File: config.mk
export PLATFORM = sky130hd
export DESIGN_NAME = complete_arbiter_flat
export DESIGN_NICKNAME = d
export VERILOG_FILES = /design/src/rtl/complete_arbiter_pkg.sv /design/src/rtl/complete_arbiter_if.sv /design/src/rtl/complete_arbiter_rr_picker.sv /design/src/rtl/complete_arbiter.sv /design/src/flat_wrapper.sv
export SDC_FILE = /design/constraint.sdc
export NUM_CORES = 1
export LEC_CHECK = 0
export CORE_ASPECT_RATIO = 2
export CORE_MARGIN = 2
export CORE_UTILIZATION = 52
export DETAILED_ROUTE_END_ITERATION = 8
export PLACE_DENSITY = 0.74
export SKIP_LAST_GASP = 1
export SYNTH_ARGS = -nofsm -noshare
export SYNTH_HDL_FRONTEND = slang
export SYNTH_HIERARCHICAL = 1
export SYNTH_SLANG_ARGS = --single-unit
File: constraint.sdc
create_clock -name clock -period 65.3 [get_ports clock]
set_input_delay 19.59 -clock clock [delete_from_list [all_inputs] [get_ports clock]]
set_output_delay 19.59 -clock clock [all_outputs]
set_load 0.005 [all_outputs]
File: src/rtl/complete_arbiter_pkg.sv
// Shared defaults and helpers for the CDB completion arbiter.
// FU bit order across the CDB grant bus: ALU low, then MULT, BRANCH, LDST.
package complete_arbiter_pkg;

   localparam int unsigned DEF_N             = 3;
   localparam int unsigned DEF_NUM_FU_ALU    = 3;
   localparam int unsigned DEF_NUM_FU_MULT   = 2;
   localparam int unsigned DEF_NUM_FU_BRANCH = 1;
   localparam int unsigned DEF_NUM_FU_LDST   = 1;
   localparam int unsigned DEF_NUM_FU_TOTAL  = DEF_NUM_FU_ALU + DEF_NUM_FU_MULT +
                                               DEF_NUM_FU_BRANCH + DEF_NUM_FU_LDST;

   // Pointer width for a ring; a one-entry ring still carries a 1-bit pointer.
   function automatic int unsigned ptr_width(input int unsigned ring);
      return (ring > 1) ? $clog2(ring) : 1;
   endfunction

endpackage

File: src/rtl/complete_arbiter_if.sv
// Issue/execute <-> completion arbiter signal bundle.
interface complete_arbiter_if
   import complete_arbiter_pkg::*;
#(
   parameter int unsigned N             = DEF_N,
   parameter int unsigned NUM_FU_ALU    = DEF_NUM_FU_ALU,
   parameter int unsigned NUM_FU_MULT   = DEF_NUM_FU_MULT,
   parameter int unsigned NUM_FU_BRANCH = DEF_NUM_FU_BRANCH,
   parameter int unsigned NUM_FU_LDST   = DEF_NUM_FU_LDST,
   parameter int unsigned NUM_FU_TOTAL  = NUM_FU_ALU + NUM_FU_MULT + NUM_FU_BRANCH + NUM_FU_LDST
);
   localparam int unsigned SAW = $clog2(N + 1);

   logic [NUM_FU_ALU-1:0]                alu_req;
   logic [NUM_FU_BRANCH-1:0]             branch_req;
   logic [NUM_FU_MULT-1:0]               mult_cdb_valid;
   logic [NUM_FU_LDST-1:0]               ldst_cdb_valid;
   logic [NUM_FU_MULT-1:0]               mult_cdb_en;
   logic [NUM_FU_LDST-1:0]               ldst_cdb_en;
   logic [N-1:0][NUM_FU_TOTAL-1:0]       complete_gnt_bus;
   logic [SAW-1:0]                       sc_slots_avail;

   modport master (
      output alu_req, branch_req, mult_cdb_valid, ldst_cdb_valid,
      input  mult_cdb_en, ldst_cdb_en, complete_gnt_bus, sc_slots_avail
   );

   modport slave (
      input  alu_req, branch_req, mult_cdb_valid, ldst_cdb_valid,
      output mult_cdb_en, ldst_cdb_en, complete_gnt_bus, sc_slots_avail
   );

endinterface

File: src/rtl/complete_arbiter_rr_picker.sv
// Round-robin picker: grants up to max_gnt requests in ring order from ptr,
// and returns the pointer one past the last grant (unchanged if none).
module rr_picker
   import complete_arbiter_pkg::*;
#(
   parameter int unsigned WIDTH  = 4,
   parameter int unsigned MAXGNT = 1,
   localparam int unsigned PW    = ptr_width(WIDTH),
   localparam int unsigned CW    = $clog2(MAXGNT + 1)
) (
   input  logic [WIDTH-1:0] req,
   input  logic [PW-1:0]    ptr,
   input  logic [CW-1:0]    max_gnt,
   output logic [WIDTH-1:0] gnt,
   output logic [PW-1:0]    next_ptr
);

   int unsigned start;
   int unsigned pos;
   int unsigned cnt;
   int unsigned last;
   int unsigned nxt;
   logic        any;

   always_comb begin
      gnt   = '0;
      cnt   = 0;
      last  = 0;
      nxt   = 0;
      any   = 1'b0;
      start = 32'(ptr);
      for (int unsigned i = 0; i < WIDTH; i++) begin
         pos = start + i;
         if (pos >= WIDTH) pos = pos - WIDTH;
         for (int unsigned j = 0; j < WIDTH; j++) begin
            if (pos == j && req[j] && cnt < 32'(max_gnt)) begin
               gnt[j] = 1'b1;
               cnt    = cnt + 1;
               last   = j;
               any    = 1'b1;
            end
         end
      end
      nxt = last + 1;
      if (nxt >= WIDTH) nxt = 0;
      next_ptr = any ? PW'(nxt) : ptr;
   end

endmodule

File: src/rtl/complete_arbiter.sv
// Per-cycle CDB slot allocator: reserves slots for multi-cycle FUs one cycle
// ahead, then fills the remaining rows with single-cycle requesters.
module complete_arbiter
   import complete_arbiter_pkg::*;
#(
   parameter int unsigned N             = DEF_N,
   parameter int unsigned NUM_FU_ALU    = DEF_NUM_FU_ALU,
   parameter int unsigned NUM_FU_MULT   = DEF_NUM_FU_MULT,
   parameter int unsigned NUM_FU_BRANCH = DEF_NUM_FU_BRANCH,
   parameter int unsigned NUM_FU_LDST   = DEF_NUM_FU_LDST,
   parameter int unsigned NUM_FU_TOTAL  = NUM_FU_ALU + NUM_FU_MULT + NUM_FU_BRANCH + NUM_FU_LDST
) (
   input  logic               clock,
   input  logic               reset,
   complete_arbiter_if.slave  arb
);

   localparam int unsigned ALU_BASE    = 0;
   localparam int unsigned MULT_BASE   = ALU_BASE + NUM_FU_ALU;
   localparam int unsigned BRANCH_BASE = MULT_BASE + NUM_FU_MULT;
   localparam int unsigned LDST_BASE   = BRANCH_BASE + NUM_FU_BRANCH;

   localparam int unsigned MCW  = NUM_FU_MULT + NUM_FU_LDST;
   localparam int unsigned SCW  = NUM_FU_ALU + NUM_FU_BRANCH;
   localparam int unsigned MCPW = ptr_width(MCW);
   localparam int unsigned SCPW = ptr_width(SCW);
   localparam int unsigned SAW  = $clog2(N + 1);

   typedef logic [$clog2(N)-1:0] mc_cap_t;
   typedef logic [SAW-1:0]       avail_t;

   logic [MCW-1:0]               mc_req, mc_gnt, res_q;
   logic [SCW-1:0]               sc_req, sc_gnt;
   logic [MCPW-1:0]              mc_ptr, mc_ptr_nxt;
   logic [SCPW-1:0]              sc_ptr, sc_ptr_nxt;
   avail_t                       sc_avail;
   logic [N-1:0][NUM_FU_TOTAL-1:0] gnt_bus;
   int unsigned                  k;
   int unsigned                  row;
   int unsigned                  pos;

   assign mc_req = {arb.ldst_cdb_valid, arb.mult_cdb_valid};
   assign sc_req = {arb.branch_req, arb.alu_req};

   // Cap at N-1 so at least one row always remains for single-cycle FUs.
   rr_picker #(.WIDTH(MCW), .MAXGNT(N - 1)) u_mc_pick (
      .req      (mc_req),
      .ptr      (mc_ptr),
      .max_gnt  (mc_cap_t'(N - 1)),
      .gnt      (mc_gnt),
      .next_ptr (mc_ptr_nxt)
   );

   rr_picker #(.WIDTH(SCW), .MAXGNT(N)) u_sc_pick (
      .req      (sc_req),
      .ptr      (sc_ptr),
      .max_gnt  (sc_avail),
      .gnt      (sc_gnt),
      .next_ptr (sc_ptr_nxt)
   );

   always_comb begin
      k = 0;
      for (int unsigned m = 0; m < MCW; m++) k = k + 32'(res_q[m]);
      sc_avail = avail_t'(N - k);
   end

   // Reserved FUs fill rows in ascending FU index, then single-cycle grants in ring order.
   always_comb begin
      gnt_bus = '0;
      row     = 0;
      pos     = 0;
      for (int unsigned m = 0; m < NUM_FU_MULT; m++) begin
         if (res_q[m]) begin
            for (int unsigned r = 0; r < N; r++)
               if (row == r) gnt_bus[r][MULT_BASE + m] = 1'b1;
            row = row + 1;
         end
      end
      for (int unsigned l = 0; l < NUM_FU_LDST; l++) begin
         if (res_q[NUM_FU_MULT + l]) begin
            for (int unsigned r = 0; r < N; r++)
               if (row == r) gnt_bus[r][LDST_BASE + l] = 1'b1;
            row = row + 1;
         end
      end
      for (int unsigned i = 0; i < SCW; i++) begin
         pos = 32'(sc_ptr) + i;
         if (pos >= SCW) pos = pos - SCW;
         for (int unsigned j = 0; j < NUM_FU_ALU; j++) begin
            if (pos == j && sc_gnt[j]) begin
               for (int unsigned r = 0; r < N; r++)
                  if (row == r) gnt_bus[r][ALU_BASE + j] = 1'b1;
               row = row + 1;
            end
         end
         for (int unsigned b = 0; b < NUM_FU_BRANCH; b++) begin
            if (pos == NUM_FU_ALU + b && sc_gnt[NUM_FU_ALU + b]) begin
               for (int unsigned r = 0; r < N; r++)
                  if (row == r) gnt_bus[r][BRANCH_BASE + b] = 1'b1;
               row = row + 1;
            end
         end
      end
   end

   assign arb.mult_cdb_en      = reset ? '0 : mc_gnt[NUM_FU_MULT-1:0];
   assign arb.ldst_cdb_en      = reset ? '0 : mc_gnt[MCW-1:NUM_FU_MULT];
   assign arb.complete_gnt_bus = reset ? '0 : gnt_bus;
   assign arb.sc_slots_avail   = reset ? '0 : sc_avail;

   always_ff @(posedge clock or posedge reset) begin
      if (reset) begin
         res_q  <= '0;
         mc_ptr <= '0;
         sc_ptr <= '0;
      end else begin
         res_q  <= mc_gnt;
         mc_ptr <= mc_ptr_nxt;
         sc_ptr <= sc_ptr_nxt;
      end
   end

endmodule

File: src/flat_wrapper.sv
// flat-port wrapper written by rule: the top's interface ports become plain ports
module complete_arbiter_flat import complete_arbiter_pkg::*;
#(
   parameter int unsigned N             = DEF_N,
   parameter int unsigned NUM_FU_ALU    = DEF_NUM_FU_ALU,
   parameter int unsigned NUM_FU_MULT   = DEF_NUM_FU_MULT,
   parameter int unsigned NUM_FU_BRANCH = DEF_NUM_FU_BRANCH,
   parameter int unsigned NUM_FU_LDST   = DEF_NUM_FU_LDST,
   parameter int unsigned NUM_FU_TOTAL  = NUM_FU_ALU + NUM_FU_MULT + NUM_FU_BRANCH + NUM_FU_LDST
)
  (clock, reset, arb_alu_req, arb_branch_req, arb_mult_cdb_valid, arb_ldst_cdb_valid, arb_mult_cdb_en, arb_ldst_cdb_en, arb_complete_gnt_bus, arb_sc_slots_avail);
  complete_arbiter_if #(.N(N), .NUM_FU_ALU(NUM_FU_ALU), .NUM_FU_MULT(NUM_FU_MULT), .NUM_FU_BRANCH(NUM_FU_BRANCH), .NUM_FU_LDST(NUM_FU_LDST), .NUM_FU_TOTAL(NUM_FU_TOTAL)) arb_i ();
  input  logic clock;
  input  logic reset;
  input wire logic [$bits(arb_i.alu_req)-1:0] arb_alu_req;
  input wire logic [$bits(arb_i.branch_req)-1:0] arb_branch_req;
  input wire logic [$bits(arb_i.mult_cdb_valid)-1:0] arb_mult_cdb_valid;
  input wire logic [$bits(arb_i.ldst_cdb_valid)-1:0] arb_ldst_cdb_valid;
  output wire logic [$bits(arb_i.mult_cdb_en)-1:0] arb_mult_cdb_en;
  output wire logic [$bits(arb_i.ldst_cdb_en)-1:0] arb_ldst_cdb_en;
  output wire logic [$bits(arb_i.complete_gnt_bus)-1:0] arb_complete_gnt_bus;
  output wire logic [$bits(arb_i.sc_slots_avail)-1:0] arb_sc_slots_avail;
  assign arb_i.alu_req = arb_alu_req;
  assign arb_i.branch_req = arb_branch_req;
  assign arb_i.mult_cdb_valid = arb_mult_cdb_valid;
  assign arb_i.ldst_cdb_valid = arb_ldst_cdb_valid;
  assign arb_mult_cdb_en = arb_i.mult_cdb_en;
  assign arb_ldst_cdb_en = arb_i.ldst_cdb_en;
  assign arb_complete_gnt_bus = arb_i.complete_gnt_bus;
  assign arb_sc_slots_avail = arb_i.sc_slots_avail;
  complete_arbiter #(.N(N), .NUM_FU_ALU(NUM_FU_ALU), .NUM_FU_MULT(NUM_FU_MULT), .NUM_FU_BRANCH(NUM_FU_BRANCH), .NUM_FU_LDST(NUM_FU_LDST), .NUM_FU_TOTAL(NUM_FU_TOTAL)) u_core (.clock(clock), .reset(reset), .arb(arb_i));
endmodule
==> flow_summary.json, run 1 <==
{
  "outcome": "finished, final reports clean",
  "cp-startpoint": "arb_alu_req[0]",
  "port_buffers": 31,
  "async_reset_ff_share_pct": 100,
  "first_global_vias": 7176,
  "clock_slew_at_the_register_clock_pins_of_the_worst_setup_and_hold_paths_ns": 0.03,
  "hold_sp": "u_core/mc_ptr[1]",
  "cts_buffers": 3,
  "synth_top_family_by_area": "simple AND/OR/NAND/NOR gates",
  "report.final.setup_viol": 0,
  "worst-r2r-cell-count": 77,
  "final_layout_size_suffix_gt1_share_pct": 26.6,
  "fin_crit_ns": 64.46,
  "synth.cell_area_um2": 6200,
  "grt_antenna_before_repair": 0,
  "crit_path_start_kind": "input port",
  "grt_remaining_overflow": 0,
  "synth_cells": 809,
  "worst_ep_required_time_ns": 45.71,
  "track_usage_pct": 34.5,
  "areaGrowthSynthToFinish_pct": 26.6,
  "worst_hold_path.num_cells": 4,
  "rr_startpoint": "u_core/res_q[2]",
  "hp-class": "flip-flop to flip-flop",
  "firstDrtPassIters": 5,
  "cp_data_arrival_time_ns": 44.87,
  "route.top_layer_used": "met4",
  "layout.cells.most_common_list": "123 x sky130_fd_sc_hd__buf_4, 102 x sky130_fd_sc_hd__ha_1, 74 x sky130_fd_sc_hd__nand2_1",
  "pin_count_of_the_biggest_net_entering_global_routing": 44,
  "yosys_most_used_dff": "sky130_fd_sc_hd__dfrtp_1",
  "fp.coreArea_um2": 11700,
  "fin_worst_skew_ns": 0.00412,
  "cpPeakStageDelay_ns": 0.58,
  "floorplan.io_pins": 35,
  "yosys.cell_types.count": 116,
  "timing_max_transition_violations_final": 0,
  "fraction_of_the_yosys_area_taken_by_sequential_cells_pct": 2.82,
  "worstSkewPairLatency_ns": 0.23,
  "placementRows": 56,
  "max-slew-margin-rel_pct": 34.4,
  "met3_length_mm": 1.26,
  "cap_viol_max_count": 0,
  "synth_edf_count": 0,
  "post_synth_adder_cell_area_pct": 22.8,
  "yosys.area_share.xor_xnor_pct": 6.47,
  "antenna_left": 0,
  "die_area_um2": 12900,
  "hold_ws_ns": 0.765,
  "antennaDiodeCount": 0,
  "ys.warnings.count": 6,
  "postSynthRegisterBits": 7,
  "cts_num_sinks": 7,
  "routed_wire_length_per_instance_um": 20.9,
  "dieWidth_um": 81.2,
  "cts_root_buffer": "sky130_fd_sc_hd__clkbuf_16",
  "worst-slew-pin-transition_ns": 0.981,
  "length_of_routed_met2_wiring_mm": 12.0,
  "max_freq_mhz": 15.5,
  "dr_total_vias": 7173,
  "layout_commonest_cell": "sky130_fd_sc_hd__buf_4",
  "initial_utilization_pct": 53.0,
  "cpMostUsedCell": "sky130_fd_sc_hd__ha_1",
  "htreeDepth": 1,
  "synth_area_per_cell_um2": 7.67,
  "drt-total-wl_mm": 22.7,
  "via_per_inst": 6.61,
  "cts_buffer_depth": 2,
  "tritoncts": "yes",
  "crit_path_top_delay_cell": "sky130_fd_sc_hd__mux4_2",
  "endpoint_kind": "primary output",
  "critical_path.max_fanout": 6,
  "globalplace.congestion": 1.05,
  "fp.dieH_um": 158,
  "timing.final.hold_violations": 0,
  "global_route_wire_length_before_repair_mm": 34.7,
  "synth_simple_gate_area_share_pct": 29.2,
  "final_min_period_over_clock_period_pct": 98.7,
  "drc": 0,
  "nets": 1062,
  "wl_met1_mm": 7.27,
  "hpwl_mm": 17.7,
  "initialDrtViolationCount": 495,
  "critical_path_class": "input port to primary output",
  "synthMuxAreaShare_pct": 6.11,
  "share_of_the_synthesized_area_in_compound_gates_ao_oa_aoi_oai_pct": 25.4
}
-- worst max-delay path: cells and delay by family --
kind | cells | cell delay, ns
AO/OA/AOI/OAI | 35 | 5.99
buffers and inverters | 14 | 2.18
multiplexers | 13 | 4.60
AND/OR/NAND/NOR | 28 | 5.91
adder cells (fa/ha/maj) | 24 | 6.09
XOR/XNOR | 2 | 0.47
-- worst paths after layout --
check	to	slack (ns)
worst min register to register	u_core/mc_ptr[1]	0.76
max in group asynchronous	u_core/res_q[2]	45.03
min in group asynchronous	u_core/res_q[0]	19.97
worst max-delay path	arb_complete_gnt_bus[5]	0.84
worst max register to register	u_core/sc_ptr[0]	47.46
worst min-delay path	u_core/mc_ptr[1]	0.76
-- Yosys cell counts, types with 13 or more instances --
library cell,count,area share (%)
sky130_fd_sc_hd__a21oi_1,32,2.6
sky130_fd_sc_hd__and2_1,13,1.3
sky130_fd_sc_hd__and3_1,19,1.9
sky130_fd_sc_hd__clkbuf_1,15,0.91
sky130_fd_sc_hd__ha_1,110,22
sky130_fd_sc_hd__inv_1,66,4.0
sky130_fd_sc_hd__mux2_2,16,2.9
sky130_fd_sc_hd__nand2_1,75,4.5
sky130_fd_sc_hd__nand3_1,25,2.0
sky130_fd_sc_hd__nor2_1,43,2.6
sky130_fd_sc_hd__nor3_1,18,1.5
sky130_fd_sc_hd__nor3b_1,13,1.6
sky130_fd_sc_hd__o21ai_0,31,2.5
sky130_fd_sc_hd__xnor2_1,23,3.2
-- cells by family (layout without fill, tap and decap cells) --
family / Yosys count / after routing
mux: 31 / 31
simple gates: 316 / 316
flops: 7 / 7
buf+inv: 103 / 228
xor+xnor: 36 / 36
other cells: 2 / 8
compound gates: 202 / 202
fa+ha+maj: 112 / 112
-- repair_timing --
item                                    in CTS  in global routing
hold buffers                                 0                  0
hold endpoints to repair                     0                  0
pin swaps                                    1                 26
gates cloned                                 0                  0
buffers inserted                             1                 11
gates resized for setup                     13                 49
endpoints found under the setup margin       9                 12
-- routing by layer --
metal	vias to the layer above	GRT usage, %
met1	3428	30.4
met2	345	64.4
li1	3257	-
met5	-	0
met3	143	6.92
met4	0	28.4
-- registers in the layout, indices dropped and copies added (netlist names) --
signal         count
u_core/sc_ptr      2
u_core/mc_ptr      2
u_core/res_q       3
-- per-stage QoR --
stage	cells	worst slack (ns)	TNS (ns)	instance area, um2	utilization (%)
final	1085	0.837	0	7860	67.1
after detailed placement	1069	-0.976	-6.53	7380	63.1
after global routing	1085	-0.469	-2.33	7860	67.1
after CTS	1074	0.00807	0	7530	64.3
after global placement	1069	0.0304	0	7380	63.1
after floorplan	815	0.632	0	6230	-
-- final cells by class --
| cell class | count | area [um2] |
|---|---|---|
| flip-flops and latches | 7 | 175 |
| inverters | 70 | 268 |
| clock buffers | 4 | 78.8 |
| well taps | 145 | 181 |
| repair buffers | 154 | 1230 |
| fillers | 1016 | 3840 |
| multi-input cells | 705 | 5920 |
Power of run 1 is not shown: default switching activity piles up to over one toggle a cycle in this logic, so the estimate is an artifact.
==> run 2: changes to the inputs <==
- DONT_BUFFER_PORTS: not set -> 1
- PLACE_DENSITY: 0.74 -> 0.7
==> run 2 against run 1 <==
Final area shrank 11%. Worst setup slack got worse by 0.033 ns. Maximum frequency about the same. Routed wire length decreased by 1.3%. Via count fell by 8.3%. Global-route usage grew 0.77 points. Hold slack gained 0.017 ns. Sequential cell count stayed put. Highest routed layer unchanged.
==> flow_summary.json, run 2 (synthesis results as in run 1) <==
{
  "final_layout_size_suffix_gt1_share_pct": 19.4,
  "pin_count_of_the_biggest_net_entering_global_routing": 37,
  "cap_viol_max_count": 0,
  "nets": 955,
  "critical_path.max_fanout": 7,
  "fin_crit_ns": 64.50,
  "max_freq_mhz": 15.5,
  "drt-total-wl_mm": 22.4,
  "fp.dieH_um": 158,
  "worst-slew-pin-transition_ns": 1.25,
  "drc": 0,
  "initial_utilization_pct": 53.0,
  "track_usage_pct": 35.3,
  "placementRows": 56,
  "max-slew-margin-rel_pct": 15.5,
  "cp_data_arrival_time_ns": 44.91,
  "cts-hold-fix-buffers": 0,
  "worstSkewPairLatency_ns": 0.23,
  "endpoint_kind": "primary output",
  "setup_ws_ns": 0.804,
  "layout.cells.most_common_list": "105 x sky130_fd_sc_hd__ha_1, 75 x sky130_fd_sc_hd__nand2_1, 66 x sky130_fd_sc_hd__inv_1",
  "antennaDiodeCount": 0,
  "grt_remaining_overflow": 0,
  "placedCellCount": 953,
  "globalplace.congestion": 1.05,
  "timing_max_transition_violations_final": 0,
  "fp.coreArea_um2": 11700,
  "grt_antenna_before_repair": 0,
  "firstDrtPassIters": 8,
  "worst_ep_required_time_ns": 45.71,
  "critical_path_class": "input port to primary output",
  "tritoncts": "yes",
  "routed_wire_length_per_instance_um": 22.9,
  "timing.final.hold_violations": 0,
  "layout_commonest_cell": "sky130_fd_sc_hd__ha_1",
  "die_area_um2": 12900,
  "via_per_inst": 6.73,
  "crit_path_top_delay_cell": "sky130_fd_sc_hd__or4b_4",
  "fill_cells": 1097,
  "cts_root_buffer": "sky130_fd_sc_hd__clkbuf_16",
  "hpwl_mm": 17.4,
  "final_min_period_over_clock_period_pct": 98.8,
  "fin_worst_skew_ns": 0.00210,
  "largest-register": "u_core/res_q",
  "crit_path_start_kind": "input port",
  "cpPeakStageDelay_ns": 0.60,
  "hp-class": "flip-flop to flip-flop",
  "first_global_vias": 6729,
  "floorplan.io_pins": 35,
  "cpMostUsedCell": "sky130_fd_sc_hd__ha_1",
  "port_buffers": 0,
  "global_route_wire_length_before_repair_mm": 34.5,
  "areaGrowthSynthToFinish_pct": 12.4,
  "cts_num_sinks": 7,
  "report.final.setup_viol": 0,
  "largest_register_ff_count": 3,
  "outcome": "finished, final reports clean",
  "dieWidth_um": 81.2,
  "cts_buffer_depth": 2,
  "reg_top3": "u_core/res_q (3), u_core/mc_ptr (2), u_core/sc_ptr (2)",
  "place_ws_ns": -2.08,
  "dr_total_vias": 6580,
  "antenna_left": 0,
  "htreeDepth": 1,
  "cts_buffers": 3,
  "clock_slew_at_the_register_clock_pins_of_the_worst_setup_and_hold_paths_ns": 0.03,
  "finalNonFillerCells": 978,
  "initialDrtViolationCount": 444
}
run 2: cell count changes in the layout (fill, tap and decap cells not counted), sizes merged:
cell and delta:
buf -76, clkdlybuf4s50 -31
run 2: final timing paths:
check | cells past startpoint | end | startpoint | slack (ns)
min in group asynchronous | 1 | u_core/sc_ptr[0] | reset | 19.25
min | 4 | u_core/mc_ptr[1] | u_core/mc_ptr[1] | 0.78
max | 112 | arb_complete_gnt_bus[5] | arb_alu_req[0] | 0.80
max in group asynchronous | 1 | u_core/res_q[0] | reset | 45.75
max reg2reg | 74 | u_core/sc_ptr[0] | u_core/res_q[1] | 46.17
min reg2reg | 4 | u_core/mc_ptr[1] | u_core/mc_ptr[1] | 0.78
run 2: area by class of cell:
cell class | instances | area (um2) | share of cell area (%)
Multi-Input combinational cell | 705 | 5920 | 84.9
Timing Repair Buffer | 47 | 353 | 5.06
Inverter | 70 | 268 | 3.84
Tap cell | 145 | 181 | 2.60
Sequential cell | 7 | 175 | 2.51
Clock buffer | 4 | 78.8 | 1.13
run 2: critical path, delay by kind of cell:
| kind | cells | cell delay, ns |
|---|---|---|
| XOR/XNOR | 2 | 0.57 |
| adder cells (fa/ha/maj) | 24 | 6.31 |
| multiplexers | 13 | 4.84 |
| AND/OR/NAND/NOR | 29 | 6.24 |
| buffers and inverters | 9 | 0.81 |
| AO/OA/AOI/OAI | 35 | 6.50 |
run 2: per-layer routing:
layer / share of wire, % / GRT usage (%) / wire (um) / vias to the layer above
met4: 9.3 / 28.7 / 2070 / 0
met1: 31 / 29.9 / 6950 / 3131
li1: - / - / - / 3043
met5: 0 / 0 / 0 / -
met2: 53 / 64.3 / 11800 / 275
met3: 7.1 / 11.5 / 1590 / 131
run 2: stage by stage:
stage,TNS (ns),hold WS (ns),util (%),instance area [um2]
CTS,0,0.761,57.1,6680
finish,0,0.781,59.6,6970
detailed placement,-14.45,0.753,55.0,6440
global route,-0.983,0.812,59.6,6970
global placement,-7.88,0.733,55.0,6440
floorplan,0,0.684,-,6230
run 2: timing repair:
item | CTS | global route
pin swaps | 5 | 16
setup buffers | 6 | 15
cloned | 0 | 0
gates resized for setup | 27 | 28
endpoints found under the setup margin | 12 | 12
Power of run 2 is left out for the same reason.
